==> src/rtl/varint_pkg.sv <==
`default_nettype none
// ============================================================================
//  Module   : varint_pkg
//  Brief    : Shared constants, protobuf field-type codes and the FSM state
//             type for the varint fetch/decode block.
//  Revision : 1.0 - initial release
// ============================================================================
package varint_pkg;

    // Longest legal varint, and silent-responder cycles tolerated per byte
    localparam int VARINT_MAX_BYTES = 10;
    localparam int VARINT_TIMEOUT   = 32;

    // Protobuf field-type codes that change how the value is finalised
    localparam logic [4:0] FT_FLOAT    = 5'd2;
    localparam logic [4:0] FT_INT64    = 5'd3;
    localparam logic [4:0] FT_UINT64   = 5'd4;
    localparam logic [4:0] FT_INT32    = 5'd5;
    localparam logic [4:0] FT_FIXED32  = 5'd7;
    localparam logic [4:0] FT_UINT32   = 5'd13;
    localparam logic [4:0] FT_SFIXED32 = 5'd15;
    localparam logic [4:0] FT_SINT32   = 5'd17;
    localparam logic [4:0] FT_SINT64   = 5'd18;

    typedef enum logic [2:0] {
        S_IDLE   = 3'd0,
        S_REQ    = 3'd1,
        S_WAIT   = 3'd2,
        S_FINISH = 3'd3,
        S_HOLD   = 3'd4
    } state_t;

endpackage
`default_nettype wire

==> src/rtl/zigzag_dec.sv <==
`default_nettype none
// ============================================================================
//  Module   : zigzag_dec
//  Brief    : Combinational zigzag decode, 32-bit (sign-extended to 64) or
//             64-bit: out = (n >> 1) ^ -(n & 1).
//  Revision : 1.0 - initial release
// ============================================================================
module zigzag_dec (
    input  logic [63:0] in_val,
    input  logic        is_32,
    output logic [63:0] out_val
);

    logic [31:0] w_z32;
    logic [63:0] w_z64;

    assign w_z32   = {1'b0, in_val[31:1]} ^ {32{in_val[0]}};
    assign w_z64   = {1'b0, in_val[63:1]} ^ {64{in_val[0]}};
    assign out_val = is_32 ? {{32{w_z32[31]}}, w_z32} : w_z64;

endmodule
`default_nettype wire

==> src/rtl/varint_fetch_decode.sv <==
`default_nettype none
// ============================================================================
//  Module   : varint_fetch_decode
//  Brief    : Fetches a protobuf varint one byte per request (addresses walk
//             downward from src_addr), accumulates the 7-bit groups and
//             finalises the value according to the field type.
//             Optional feature: define VARINT_ZIGZAG_EN to decode sint32 /
//             sint64 through zigzag_dec; otherwise sint32 behaves as int32
//             and sint64 as a raw value.
//  Revision : 1.0 - initial release
// ============================================================================
module varint_fetch_decode
    import varint_pkg::*;
(
    input  logic        clk,
    input  logic        reset,
    input  logic        en,
    input  logic [63:0] src_addr,
    input  logic [4:0]  field_type,
    output logic        dram_req,
    output logic [63:0] dram_addr,
    output logic        dram_rdwr,
    input  logic [7:0]  dram_rdata,
    input  logic        dram_rvalid,
    output logic [63:0] value,
    output logic        done,
    output logic [3:0]  bytes_read,
    output logic        error
);

    state_t      state_q, state_d;
    logic [63:0] addr_q,  addr_d;
    logic [4:0]  type_q,  type_d;
    logic [63:0] acc_q,   acc_d;
    logic [3:0]  cnt_q,   cnt_d;
    logic        err_q,   err_d;
    logic [63:0] value_q, value_d;
    logic [4:0]  tmo_q,   tmo_d;

    logic [6:0]  w_shamt;
    logic [63:0] w_acc_new;
    logic [63:0] w_final;
    logic [31:0] w_lo;
    logic [63:0] w_sext;

    // Byte k lands at bit 7k; for k=9 the shift of 63 keeps only payload bit 0
    assign w_shamt   = 7'(cnt_q) * 7'd7;
    assign w_acc_new = acc_q | ({57'd0, dram_rdata[6:0]} << w_shamt);
    assign w_lo      = w_acc_new[31:0];
    assign w_sext    = {{32{w_lo[31]}}, w_lo};

`ifdef VARINT_ZIGZAG_EN
    logic [63:0] w_zz;

    zigzag_dec u_zigzag_dec (
        .in_val  (w_acc_new),
        .is_32   (type_q == FT_SINT32),
        .out_val (w_zz)
    );

    // Type-dependent finalisation of the completed accumulator
    always_comb begin
        w_final = w_acc_new;
        case (type_q)
            FT_INT32:                                  w_final = w_sext;
            FT_FLOAT, FT_FIXED32, FT_UINT32, FT_SFIXED32: w_final = {32'd0, w_lo};
            FT_SINT32, FT_SINT64:                      w_final = w_zz;
            default:                                   w_final = w_acc_new;
        endcase
    end
`else
    // Type-dependent finalisation; sint32 falls back to int32, sint64 to raw
    always_comb begin
        w_final = w_acc_new;
        case (type_q)
            FT_INT32, FT_SINT32:                       w_final = w_sext;
            FT_FLOAT, FT_FIXED32, FT_UINT32, FT_SFIXED32: w_final = {32'd0, w_lo};
            default:                                   w_final = w_acc_new;
        endcase
    end
`endif

    // State and datapath registers
    always_ff @(posedge clk) begin
        if (reset) begin
            state_q <= S_IDLE;
            addr_q  <= '0;
            type_q  <= '0;
            acc_q   <= '0;
            cnt_q   <= '0;
            err_q   <= 1'b0;
            value_q <= '0;
            tmo_q   <= '0;
        end else begin
            state_q <= state_d;
            addr_q  <= addr_d;
            type_q  <= type_d;
            acc_q   <= acc_d;
            cnt_q   <= cnt_d;
            err_q   <= err_d;
            value_q <= value_d;
            tmo_q   <= tmo_d;
        end
    end

    // Next-state logic; the result and error are registered on the edge that
    // enters FINISH so they are valid alongside the done pulse
    always_comb begin
        state_d = state_q;
        addr_d  = addr_q;
        type_d  = type_q;
        acc_d   = acc_q;
        cnt_d   = cnt_q;
        err_d   = err_q;
        value_d = value_q;
        tmo_d   = tmo_q;
        case (state_q)
            S_IDLE: begin
                if (en) begin
                    addr_d  = src_addr;
                    type_d  = field_type;
                    acc_d   = '0;
                    cnt_d   = '0;
                    err_d   = 1'b0;
                    state_d = S_REQ;
                end
            end
            S_REQ: begin
                if (!en) begin
                    state_d = S_IDLE;
                end else begin
                    tmo_d   = '0;
                    state_d = S_WAIT;
                end
            end
            S_WAIT: begin
                if (!en) begin
                    state_d = S_IDLE;
                end else if (dram_rvalid) begin
                    acc_d = w_acc_new;
                    cnt_d = cnt_q + 4'd1;
                    if (dram_rdata[7] && (cnt_q == 4'(VARINT_MAX_BYTES - 1))) begin
                        err_d   = 1'b1;
                        value_d = '0;
                        state_d = S_FINISH;
                    end else if (!dram_rdata[7]) begin
                        value_d = w_final;
                        state_d = S_FINISH;
                    end else begin
                        state_d = S_REQ;
                    end
                end else if (tmo_q == 5'(VARINT_TIMEOUT - 1)) begin
                    err_d   = 1'b1;
                    value_d = '0;
                    state_d = S_FINISH;
                end else begin
                    tmo_d = tmo_q + 5'd1;
                end
            end
            S_FINISH: state_d = S_HOLD;
            S_HOLD: begin
                if (!en) begin
                    state_d = S_IDLE;
                end
            end
            default: state_d = S_IDLE;
        endcase
    end

    assign dram_req   = (state_q == S_REQ);
    assign dram_addr  = addr_q - {60'd0, cnt_q};
    assign dram_rdwr  = 1'b1;
    assign done       = (state_q == S_FINISH);
    assign value      = value_q;
    assign bytes_read = cnt_q;
    assign error      = err_q;

endmodule
`default_nettype wire

==> config.mk <==
export PLATFORM = sky130hd
export DESIGN_NAME = varint_fetch_decode
export DESIGN_NICKNAME = d
export VERILOG_FILES = /design/src/rtl/varint_pkg.sv /design/src/rtl/zigzag_dec.sv /design/src/rtl/varint_fetch_decode.sv
export SDC_FILE = /design/constraint.sdc
export NUM_CORES = 1
export LEC_CHECK = 0
export BUFFER_PORTS_ARGS = -buffer_cell sky130_fd_sc_hd__clkbuf_2
export CAP_MARGIN = 40
export CORE_MARGIN = 1.5
export CORE_UTILIZATION = 58
export CTS_CLUSTER_SIZE = 30
export DETAILED_ROUTE_END_ITERATION = 10
export HOLD_SLACK_MARGIN = 0.15
export PLACE_DENSITY = 0.9
export SLEW_MARGIN = 15
export SYNTH_ARGS = -nofsm -noshare
export SYNTH_HDL_FRONTEND = slang
export SYNTH_SLANG_ARGS = --single-unit
==> constraint.sdc <==
create_clock -name clk -period 7.05 [get_ports clk]
set_input_delay 0.705 -clock clk [delete_from_list [all_inputs] [get_ports clk]]
set_output_delay 0.705 -clock clk [all_outputs]
set_load 0.02 [all_outputs]
-- Yosys cells after proc, flatten, opt, wreduce, memory -nomap -nowiden
Index checks and enable logic that the tools add are counted.
- bits in registers: 210
- input bits: 81
- output and inout port bits: 136
- word-level logic and storage cells: 83
- $add $sub $neg: 3
- $mul: 1
- equality and inequality tests: 23
- shift operators: 1
- muxes and demuxes: 33
- bitwise gates (word level): 1
- reductions and logical operators: 13
- operator list (operator ; number):
    $mux W64 ; 7
    $pmux W64 S2 ; 2
    $or A64 B64 Y64 ; 1
    $shl A7 B7 Y64 ; 1
    $sub A64 B4 Y64 ; 1
    $mux W5 ; 4
    $mux W3 ; 5
    $pmux W3 S5 ; 1
    $ne A2 B2 Y1 const B ; 7
    $mux W4 ; 3
    $eq A5 B3 Y1 const B ; 2
    $eq A5 B4 Y1 const B ; 2
    $eq A5 B5 Y1 const B ; 2
    $pmux W5 S2 ; 1
    $reduce_and A5 Y1 ; 2
    $pmux W4 S2 ; 1
    $reduce_and A4 Y1 ; 2
    $mul A4 B3 Y7 const B ; 1
    $eq A3 B2 Y1 const B ; 2
    $mux W2 ; 3
    $ne A3 B3 Y1 const B ; 2
    $reduce_bool A2 Y1 ; 3
    $add A5 B1 Y5 const B ; 1
    $eq A5 B2 Y1 const B ; 1
    14 further kinds ; 18

-- Longest topological paths before layout
- depth after elaboration: 7
- gate-level depth with buffers: 10
- gate-level depth less buffers: 9

-- Worst setup path after synthesis
Ideal clock, no wire load.
- path type: flip-flop to output port
- start: reg cnt_q[2] (netlist: bytes_read[2])
- end: out dram_addr[59]
- arrival: 2.734 ns
- required time: 6.345 ns
- slack: 3.611 ns
- stages on the path, launching flop included: 11
- cell sequence: dfxtp_1 > clkbuf_1 > inv_1 > ha_1 > o21a_1 > o31a_1 > nor3_1 > and4_1 > buf_4 > nand3_1 > xnor2_1
- longest elaborated chain between the ends: 1
- RTL lines (item ; RTL line ; RTL):
    start, declared ; varint_fetch_decode.sv:35 ; logic [3:0] cnt_q, cnt_d;
    start signal, assigned ; varint_fetch_decode.sv:99 ; cnt_q <= cnt_d;
    $sub A64 B4 Y64 ; varint_fetch_decode.sv:171 ; assign dram_addr = addr_q - {60'd0, cnt_q};
    end, declared ; varint_fetch_decode.sv:21 ; output logic [63:0] dram_addr,
Every way passes these cells.

-- Worst setup path after layout
- start: reg cnt_q[1] (netlist: bytes_read[1])
- end: out dram_addr[61]
Same word-level chain as after synthesis.

==> metrics.log <==
INFO  metric floorplan.initialDensity = 59.7%
INFO  metric period_needed = 4340 ps
INFO  metric post-route-util = 72.1%
INFO  metric core_region_area = 15300 um^2
INFO  metric finalHoldViolCount = 0
INFO  metric clockRootBuffer = clkbuf_16
INFO  metric grt_start_max_net_pins = 72
INFO  metric fp-row-count = 45
INFO  metric setup_violations = 0
INFO  metric floorplan.die.height = 128 um
INFO  metric post_cts_hold_buffer_count = 0
INFO  metric fmax = 0.231 GHz
INFO  metric clk_pin_slew = 60 ps
INFO  metric cts_inserted_buffers = 22
INFO  metric vias_in_the_first_global_route = 8035
INFO  metric ys_warn_count = 0
INFO  metric grt_remaining_overflow = 0
INFO  metric yosys_most_used_dff = dfxtp_1
INFO  metric place.port_buffers = 215
INFO  metric worst_pin_slew = 933 ps
INFO  metric run_status = finished, final reports clean
INFO  metric synth-edff-count = 0
INFO  metric synth_top_cell_area_share = 46.2%
INFO  metric synth_seq_area_share = 46.2%
INFO  metric grt.total_usage = 29.3%
INFO  metric max-vdd-ir-drop = 0.000233 V
INFO  metric cts.path.max_buffers = 3
INFO  metric drt-vias-per-instance = 5.68
INFO  metric netlist_top_cells_area = dfxtp_1, a21oi_1, nor2_1
INFO  metric drtAntennaViolNets = 0
INFO  metric boundaryPins = 217
INFO  metric worstSetupEndpointType = primary output
INFO  metric finalNetCount = 1448
INFO  metric area_growth_syn_to_layout = 20.8%
INFO  metric register_bit_total_from_synthesis = 210
INFO  metric drt-initial-drc-count = 607
INFO  metric static-leakage-power = 4.83 nW
INFO  metric routed_wire_length = 24700 um
INFO  metric die_w = 128 um
INFO  metric synth_cells = 1186
INFO  metric grt_first_pass_wirelength = 39400 um
INFO  metric min_path_type = input pin to flip-flop
INFO  metric cp.arrival = 3630 ps
INFO  metric yosys.cell_count.top_type = nor2_1
INFO  metric maxCapViolations = 0
INFO  metric fin_worst_skew = 16.7 ps
INFO  metric power_density = 247 nW/um^2
INFO  metric critical_path.max_fanout = 13
INFO  metric routed-via-count = 8990
INFO  metric clock_latency_at_the_later_pin_of_the_worst_skew_pair = 500 ps
INFO  metric die_footprint = 16500 um^2
INFO  metric fin_tns_setup = 0 ps
INFO  metric critical_path_required = 6340 ps
INFO  metric async_set_reset_flop_share_out_of_synthesis = 0%
INFO  metric htree_num_levels = 1
INFO  metric ys_types = 50
INFO  metric setup.worst_path.start_class = flip-flop
INFO  metric insertedDiodeCount = 0
INFO  metric antenna_found_initial = 0
INFO  metric grt_setup_unrepaired = no
INFO  metric syn_avg_cell_area = 7.68 um^2
INFO  metric syn-cell-area = 9110 um^2
INFO  metric gp_congestion = 0.896
INFO  metric layout_cells_sized_above_1 = 21.0%
INFO  metric route.detailed.drc = 0
INFO  metric wl_per_cell = 15.6 um
INFO  metric finalMaxSlewViolations = 0
INFO  metric hpwl = 16900 um
INFO  metric relSlewSlack = 37.4%
INFO  metric cts_repair_resize_count = 0
INFO  metric fin_worst_hold_slack = 416 ps
INFO  metric most_area_hungry_cell_type_in_the_yosys_netlist = dfxtp_1
INFO  metric synth.top_cells.by_count = nor2_1, dfxtp_1, nand2_1
INFO  metric worstSetupPathType = flip-flop to primary output
INFO  metric post_cts_repair_timing_setup_buffer_count = 0
INFO  metric timing.final.crit_share = 61.5%
INFO  metric first_pass_iters = 5
INFO  metric tritoncts_num_sinks = 210
INFO  metric design_area = 11000 um^2
INFO  metric place_area = 10300 um^2
INFO  metric synth_nets = 1276
INFO  metric cts_tree = done
==> registers in the layout (all words and copies together) (netlist names) <==
name        flops
tmo_q           5
addr_q         64
bytes_read      4
type_q          5
acc_q          64
error           1
value          64
state_q         3
==> per-layer routing <==
metal / routed length, um / global-route usage, % / vias to the layer above / share of wire, %
met2: 11700 / 49.7 / 411 / 47
met1: 9910 / 36.3 / 4152 / 40
met3: 2030 / 5.38 / 90 / 8.2
li1: - / - / 4337 / -
met5: 0 / 0 / - / 0
met4: 1130 / 13.9 / 0 / 4.6
==> final timing paths <==
path | from | endpoint | slack [ps] | cells after the start
worst max-delay path | bytes_read[1] | dram_addr[61] | 2710 | 9
worst min-delay path | field_type[3] | type_q[3] | 420 | 3
worst max register to register | state_q[2] | value[62] | 3780 | 6
worst min register to register | addr_q[63] | addr_q[63] | 470 | 2
==> cells in the final DEF, fill, tap and decap left out, drive strengths merged, types with 2 or more instances in the layout <==
cell type / n
nor2: 223
o21a: 2
or2: 4
a21oi: 184
nor3b: 4
a211oi: 2
nand3b: 3
dfxtp: 210
and2: 2
nor3: 47
clkbuf: 247
xnor2: 26
buf: 11
clkinv: 3
a22oi: 32
ha: 8
inv: 9
or3: 8
nand3: 12
nand4: 4
or4: 9
xor2: 36
o21ai: 3
or3b: 2
nor4: 10
nand2: 209
a31oi: 35
nand2b: 8
nor2b: 6
==> worst max-delay path, cell delays in order (launching register included) <==
cell      delay [ps]
dfxtp_1          510
inv_1            130
ha_1             320
nor2b_1          150
o31a_1           270
nor3_1           580
and4_1           640
nand3_1          160
xnor2_1          180
clkbuf_2         190
==> cell type report <==
cell class / instances / area [um^2]
flip-flops and latches: 210 / 4200
clock buffers: 33 / 672
well taps: 211 / 264
fillers: 1192 / 4260
inverters: 9 / 33.8
multi-input cells: 890 / 4580
repair buffers: 225 / 1190
clock inverters: 4 / 56.3
==> where the power goes <==
part | internal (mW) | switching (mW)
clock network | 0.692 | 0.453
registers | 1.21 | 0.0327
logic | 0.111 | 0.212
==> metrics by stage <==
step	power, mW	std cells	setup slack [ps]
2_1_floorplan	1.48	1186	3610
6_report	2.71	1582	2710
4_1_cts	2.73	1582	2750
5_1_grt	2.82	1582	2470
3_3_place_gp	1.58	1543	3450
3_5_place_dp	1.59	1545	3320
==> logic make-up after synthesis <==
| group | after synthesis | synth area share, % |
|---|---|---|
| flops | 210 | 46.2 |
| buf+inv | 86 | 3.78 |
| compound gates | 263 | 16.1 |
| fa+ha+maj | 9 | 1.32 |
| other cells | 1 | 0.0412 |
| xor+xnor | 62 | 5.96 |
| simple gates | 555 | 26.6 |
No activity file was read; power rests on OpenSTA's default activity.
